**config.mk**
```make
export PLATFORM = sky130hd
export DESIGN_NAME = psum_ofifo
export DESIGN_NICKNAME = d
export VERILOG_FILES = /design/src/rtl/psum_ofifo.sv
export SDC_FILE = /design/constraint.sdc
export NUM_CORES = 2
export LEC_CHECK = 0
export ABC_AREA = 1
export CAP_MARGIN = 20
export CORE_UTILIZATION = 60
export DETAILED_ROUTE_END_ITERATION = 10
export PLACE_DENSITY = 0.78
export RECOVER_POWER = 100
export SYNTH_ARGS = -nofsm -noshare
export SYNTH_HDL_FRONTEND = slang
export SYNTH_SLANG_ARGS = --single-unit
```
**constraint.sdc**
```tcl
create_clock -name clk -period 11.7 [get_ports clk]
set_input_delay 2.34 -clock clk [delete_from_list [all_inputs] [get_ports clk]]
set_output_delay 2.34 -clock clk [all_outputs]
set_load 0.02 [all_outputs]
```
**src/rtl/psum_ofifo.sv**
```systemverilog
// Per-column partial-sum FIFOs that re-align skewed MAC columns
// into whole rows for a single downstream reader.
module psum_ofifo #(
  parameter int col     = 8,
  parameter int bw_psum = 22,
  parameter int depth   = 16
) (
  input  logic                        clk,
  input  logic                        reset,
  input  logic [col-1:0]              wr,
  input  logic [col*bw_psum-1:0]      in,
  input  logic                        rd,
  output logic [col*bw_psum-1:0]      out,
  output logic                        o_valid,
  output logic                        o_full,
  output logic [$clog2(depth):0]      o_rows,
  output logic                        o_err
);

  localparam int AW = $clog2(depth);

  logic [bw_psum-1:0] mem_q [col][depth];
  logic [AW:0]        wp_q  [col];
  logic [AW:0]        wp_d  [col];
  logic [AW:0]        rp_q  [col];
  logic [AW:0]        rp_d  [col];
  logic [AW:0]        occ   [col];
  logic [col-1:0]     full;
  logic [col-1:0]     empty;
  logic [col-1:0]     wr_ok;
  logic               rd_ok;
  logic               drop;
  logic               err_q;
  logic               err_d;

  always_comb begin
    for (int j = 0; j < col; j++) begin
      occ[j]   = wp_q[j] - rp_q[j];
      empty[j] = (wp_q[j] == rp_q[j]);
      full[j]  = (wp_q[j][AW-1:0] == rp_q[j][AW-1:0])
               && (wp_q[j][AW] != rp_q[j][AW]);
    end
  end

  assign o_valid = ~|empty;
  assign o_full  = |full;
  assign rd_ok   = rd & o_valid;

  // A pop in the same cycle frees the slot a full column writes into
  assign wr_ok = wr & (~full | {col{rd_ok}});
  assign drop  = |(wr & full & ~{col{rd_ok}});
  assign err_d = err_q | drop | (rd & ~o_valid);
  assign o_err = err_q;

  always_comb begin
    logic [AW:0] mn;
    mn = occ[0];
    for (int j = 1; j < col; j++) begin
      if (occ[j] < mn) mn = occ[j];
    end
    o_rows = mn;
  end

  always_comb begin
    for (int j = 0; j < col; j++) begin
      wp_d[j] = wp_q[j] + {{AW{1'b0}}, wr_ok[j]};
      rp_d[j] = rp_q[j] + {{AW{1'b0}}, rd_ok};
    end
  end

  always_comb begin
    out = '0;
    for (int j = 0; j < col; j++) begin
      if (o_valid)
        out[j*bw_psum +: bw_psum] = mem_q[j][rp_q[j][AW-1:0]];
    end
  end

  always_ff @(posedge clk or negedge reset) begin
    if (!reset) begin
      for (int j = 0; j < col; j++) begin
        wp_q[j] <= '0;
        rp_q[j] <= '0;
      end
      err_q <= 1'b0;
    end else begin
      for (int j = 0; j < col; j++) begin
        wp_q[j] <= wp_d[j];
        rp_q[j] <= rp_d[j];
      end
      err_q <= err_d;
    end
  end

  always_ff @(posedge clk) begin
    for (int j = 0; j < col; j++) begin
      if (wr_ok[j])
        mem_q[j][wp_q[j][AW-1:0]] <= in[j*bw_psum +: bw_psum];
    end
  end

endmodule

```
Word level (Yosys, flattened, before mapping)
Memories as Yosys holds them, arrays and structs flattened.
Index checks and enable logic that the tools add are counted.
Storage, ports and cells
  flip-flop bits (word level): 81
  memory bits (writable): 2816
  output and inout bits: 184
  logic and storage cells: 214
  memories: 1
Memories
  mem_q: words 8, bits a word 352, read ports 8, clocked after memory_dff 0, wr ports 8, line 22  | logic [bw_psum-1:0] mem_q [col][depth];
Operators by class
  add/sub/neg operators: 24
  $lt $le $gt $ge: 31
  equality and inequality tests: 24
  muxes and demuxes: 71
  bitwise gates (word level): 26
  reduce and logical (&&, ||, !) cells: 20
Operators with widths (count)
  two-way mux 352 bit: 8
  binary-select mux 22 bit (select 4 bit): 8
  demux 22 bit (select 4 bit): 8
  two-way mux 22 bit: 32
  adder 5 x 1 -> 5 bit: 16
  greater-or-equal comparator 5 bit (second input constant): 16
  NOT 4 -> 5 bit: 16
  equality test 5 bit: 8
  less-than comparator 5 x 1 -> 1 bit (second input constant): 8
  subtractor 5 bit: 8
  less-than comparator 5 bit: 7
  two-way mux 5 bit: 7
  equality test 4 bit: 8
  AND 8 bit: 3
  OR reduction 8 bit: 3
  logical AND 1 bit: 16
  NOT 8 bit: 2
  two-way mux 1 bit: 8
  inequality test 1 bit: 8
  OR 8 bit: 1
  AND 1 bit: 2
  OR 1 bit: 2
  logical NOT 1 bit: 1

Longest topological paths before layout
  word-level depth: 15
  depth in mapped cells: 63
  gate-level depth less buffers: 62

Worst setup path before layout
OpenSTA, ideal clock, no wires.
  path kind: flip-flop to output port
  from: register rp_q[36] (netlist name)
  to: output o_rows[2]
  arrival time: 7.666 ns
  data required time: 9.360 ns
  setup slack: 1.694 ns
  cell stages (with the launch flop): 56
  path buffers: 3
  path through: dfrtp_1 > clkbuf_1 > inv_1 > clkbuf_1 > clkbuf_1 > fa_1 > xor2_1 > inv_1 > ha_1 > nand2_1 > inv_1 > nand2_1 > nand3_1 > nand3_1 > nand2_1 > nand3_4 > nand2_4 > nand2_1 > (+20 left out) > o21ai_0 > ha_1 > inv_1 > a21oi_2 > nand2_2 > nand2_4 > o21ai_0 > ha_1 > a21oi_1 > nand2_4 > o21ai_0 > inv_1 > ha_1 > a21oi_1 > nor2_1 > a211oi_1 > nand3_1 > nand2_1
On the way
  word-level cells in the longest chain between the ends: 15
Ends and longest elaborated chain
  start, declared: line 25  | logic [AW:0] rp_q [col];
  start signal, assigned by index: line 89  | rp_q[j] <= rp_d[j];
  subtractor 5 bit (*): line 38  | occ[j] = wp_q[j] - rp_q[j];
  less-than comparator 5 bit: line 59  | if (occ[j] < mn) mn = occ[j];
  two-way mux 5 bit (*): line 59
  less-than comparator 5 bit: line 59
  two-way mux 5 bit (*): line 59
  less-than comparator 5 bit: line 59
  two-way mux 5 bit (*): line 59
  less-than comparator 5 bit: line 59
  two-way mux 5 bit (*): line 59
  less-than comparator 5 bit: line 59
  two-way mux 5 bit (*): line 59
  less-than comparator 5 bit: line 59
  two-way mux 5 bit (*): line 59
  less-than comparator 5 bit: line 59
  two-way mux 5 bit (*): line 59
  end, declared: line 16  | output logic [$clog2(depth):0] o_rows,
Mark *: on every way between the ends. The rest lies on a longest branch, timed or not.

Final worst setup path
  from: register rp_q[25] (netlist name)
  to: output o_rows[2]
On the way
  word-level cells in the longest chain between the ends: 13
Ends and longest elaborated chain (line)
  subtractor 5 bit (*): 38
  less-than comparator 5 bit: 59
  two-way mux 5 bit (*): 59
  less-than comparator 5 bit: 59
  two-way mux 5 bit (*): 59
  less-than comparator 5 bit: 59
  two-way mux 5 bit (*): 59
  less-than comparator 5 bit: 59
  two-way mux 5 bit (*): 59
  less-than comparator 5 bit: 59
  two-way mux 5 bit (*): 59
  less-than comparator 5 bit: 59
  two-way mux 5 bit (*): 59
Marked as above.

==> flow_metrics.py <==
metrics = {
    "outcome": {
        "status": "complete, but fails checks",
        "failed_checks": "max-capacitance violations, max-slew violations",
    },
    "placed_design": {
        "pre_cts_ws_ns": 0.525,
        "dp_cells": 11300,
        "dp_hpwl_mm": 160,
        "io_buffer_count": 370,
        "gp_congestion": 0.866,
        "placed_area_um2": 123000,
    },
    "logic_synthesis": {
        "synth_nets": 9016,
        "seq_area_frac_synth": 0.744,
        "synth_cells": 8744,
        "yosysMostFrequentCell": "edfxtp_1",
        "synth_area_um2": 116000,
        "ys_ff_latch": 2897,
        "synthTopCellsByArea": "edfxtp_1 (73%), nand2_1 (6.7%), a21oi_1 (4.9%)",
        "yosysWarnings": 0,
        "synth.largest_area_cell": "edfxtp_1",
        "avgSynthCellArea_um2": 13.3,
        "synth_edf_count": 2816,
        "synth_ff_type": "edfxtp_1",
        "synth.distinct_cells": 41,
        "synth_top_area_frac": 0.727,
        "ys_top_cells_by_count": "edfxtp_1 (2816), nand2_1 (2090), a21oi_1 (1129)",
        "synth-async-reset-ratio": 0.0280,
    },
    "clocking": {
        "clk_latency_ns": 0.95,
        "clk_pin_slew_ns": 0.06,
        "root_buffer": "clkbuf_16",
        "cts_made_buffers": 300,
        "cts_tree": "done",
        "clock-sinks": 2897,
        "hold_buffers": 0,
        "cts-htree-levels": 5,
        "cts_buffer_depth": 4,
    },
    "sta": {
        "fin_ws_ns": 0.522,
        "hold_violations": 0,
        "setup_viol": 0,
        "skew_ns": 0.0633,
        "period_needed_ns": 11.18,
        "post-route-period-util": 0.955,
        "slew_headroom": -1.20,
        "slew_viol_final": 2453,
        "worst_pin_slew_ns": 3.30,
        "max_clock_freq_mhz": 89.5,
    },
    "global_routing": {
        "grt_max_degree": 109,
        "grt_overflow": 0,
        "grt_pass1_vias": 73800,
        "antenna_found_initial": 71,
        "grt_pass1_wl_mm": 441,
        "grt_usage": 0.298,
    },
    "setup_path": {
        "worstPathMaxFanout": 61,
        "cp-start-kind": "flop",
        "crit_slowest_cell": "dfrtp_4",
        "endpoint_kind": "output port",
        "cpPeakStageDelay_ns": 0.88,
        "required_ns": 9.36,
        "rrSetupSlack_ns": 0.54,
        "crit_type": "flop to output port",
        "worstPathArrival_ns": 8.84,
    },
    "die": {
        "initial_utilization": 0.604,
        "die_y_um": 442,
        "io_pins": 371,
        "die_w_um": 442,
        "fp-row-count": 161,
        "dieArea_um2": 196000,
        "core_area_um2": 193000,
    },
    "flow_run": {
        "drv_cap": 107,
    },
    "route": {
        "wl_per_cell_um": 25.1,
        "vias": 75500,
        "drc": 0,
        "antenna_left": 0,
        "routed_via_density": 6.37,
        "drt-pass1-iter-count": 8,
        "drtIter0Drc": 9263,
        "finalWirelength_mm": 297,
    },
    "cells_and_area": {
        "nets": 9328,
        "drive_gt1_frac": 0.0782,
        "syn2layout_area_growth_pct": 13.4,
        "final_cells": 11800,
        "final_area_um2": 132000,
        "fill_cells": 12600,
        "finish.utilization": 0.685,
    },
    "worst_hold_path": {
        "hold_class": "flop to flop",
    },
}
[through the flow]
stage | TNS, ns | hold slack (ns)
6_report | 0 | 0.486
5_1_grt | -0.112 | 0.505
4_1_cts | 0 | 0.493
3_5_place_dp | 0 | 0.481
3_3_place_gp | 0 | 0.480
2_1_floorplan | 0 | 0.464
[path summary, 6_finish.rpt]
path | end | from | cells past startpoint
setup / recovery | o_rows[2] | rp_q[25] | 49
hold / removal | wp_q[4] | wp_q[4] | 1
setup reg to reg | mem_q[1][396] | rp_q[16] | 19
hold reg to reg | wp_q[4] | wp_q[4] | 1
max in group asynchronous | rp_q[20] | reset | 2
min in group asynchronous | wp_q[3] | reset | 1
[timing repair]
item | 4_1_cts | 5_1_grt
pin swaps | 0 | 1
buffers inserted | 0 | 2
hold endpoints to repair | 0 | 0
endpoints found under the setup margin | 5 | 5
gates resized for setup | 4 | 21
[cells by family after synthesis]
family,Yosys count,share of synthesized area
mux,88,0.00780
simple gates,2504,0.0848
flops,2897,0.744
xor+xnor,74,0.00557
fa+ha+maj,85,0.00966
compound gates,2289,0.122
buf+inv,807,0.0260
[layer usage]
metal / vias up / global-route usage / part of all wire / wire length, um
met5: - / 0 / 0.00086 / 255
met4: 42 / 0.146 / 0.046 / 13600
met3: 804 / 0.0556 / 0.096 / 28400
met2: 4169 / 0.482 / 0.49 / 145000
met1: 37300 / 0.391 / 0.37 / 110000
li1: 33200 / - / - / -
[area by class of cell]
class                           instances  area (um^2)  share of cell area
Tap cell                             2526         3160              0.0240
Timing Repair Buffer                  578         4890              0.0371
Inverter                              239          940             0.00712
Clock inverter                        151         1170             0.00890
Sequential cell                      2897        86600               0.657
Antenna cell                           46          115            0.000872
Clock buffer                          366         7970              0.0604
Multi-Input combinational cell       5040        27100               0.205
[flip-flops by register name (all words and copies together) (netlist names)]
register  count
wp_q         40
rp_q         40
mem_q      2816
o_err         1
[worst max-delay path, delay by kind of cell, from the launching register on]
| family | cells | cell delay [ns] |
|---|---|---|
| fa+ha+maj | 8 | 2.44 |
| simple gates | 22 | 2.23 |
| compound gates | 11 | 1.47 |
| flops | 1 | 0.88 |
| buf+inv | 7 | 0.60 |
| xor+xnor | 1 | 0.28 |
[placed cells by master (no fill, tap or decap), drive strengths merged, types with 7 or more instances in the layout]
cell type	instances
o21ai	335
nor2	168
xor2	53
bufinv	17
clkbuf	493
a32o	215
a31oi	18
diode	46
xnor2	21
nand2	2117
clkinvlp	15
mux2	21
clkinv	128
nand3	201
ha	77
a311oi	98
o211ai	19
mux2i	67
a21oi	1131
a22oi	402
a211oi	62
dfrtp	81
clkdlybuf4s50	12
buf	87
inv	230
edfxtp	2816
fa	8
dlygate4sd3	352
nand4	7
Power is left out: the tool's default activity adds up to more than one toggle a clock period on the data nets, which glitch-free logic cannot reach.
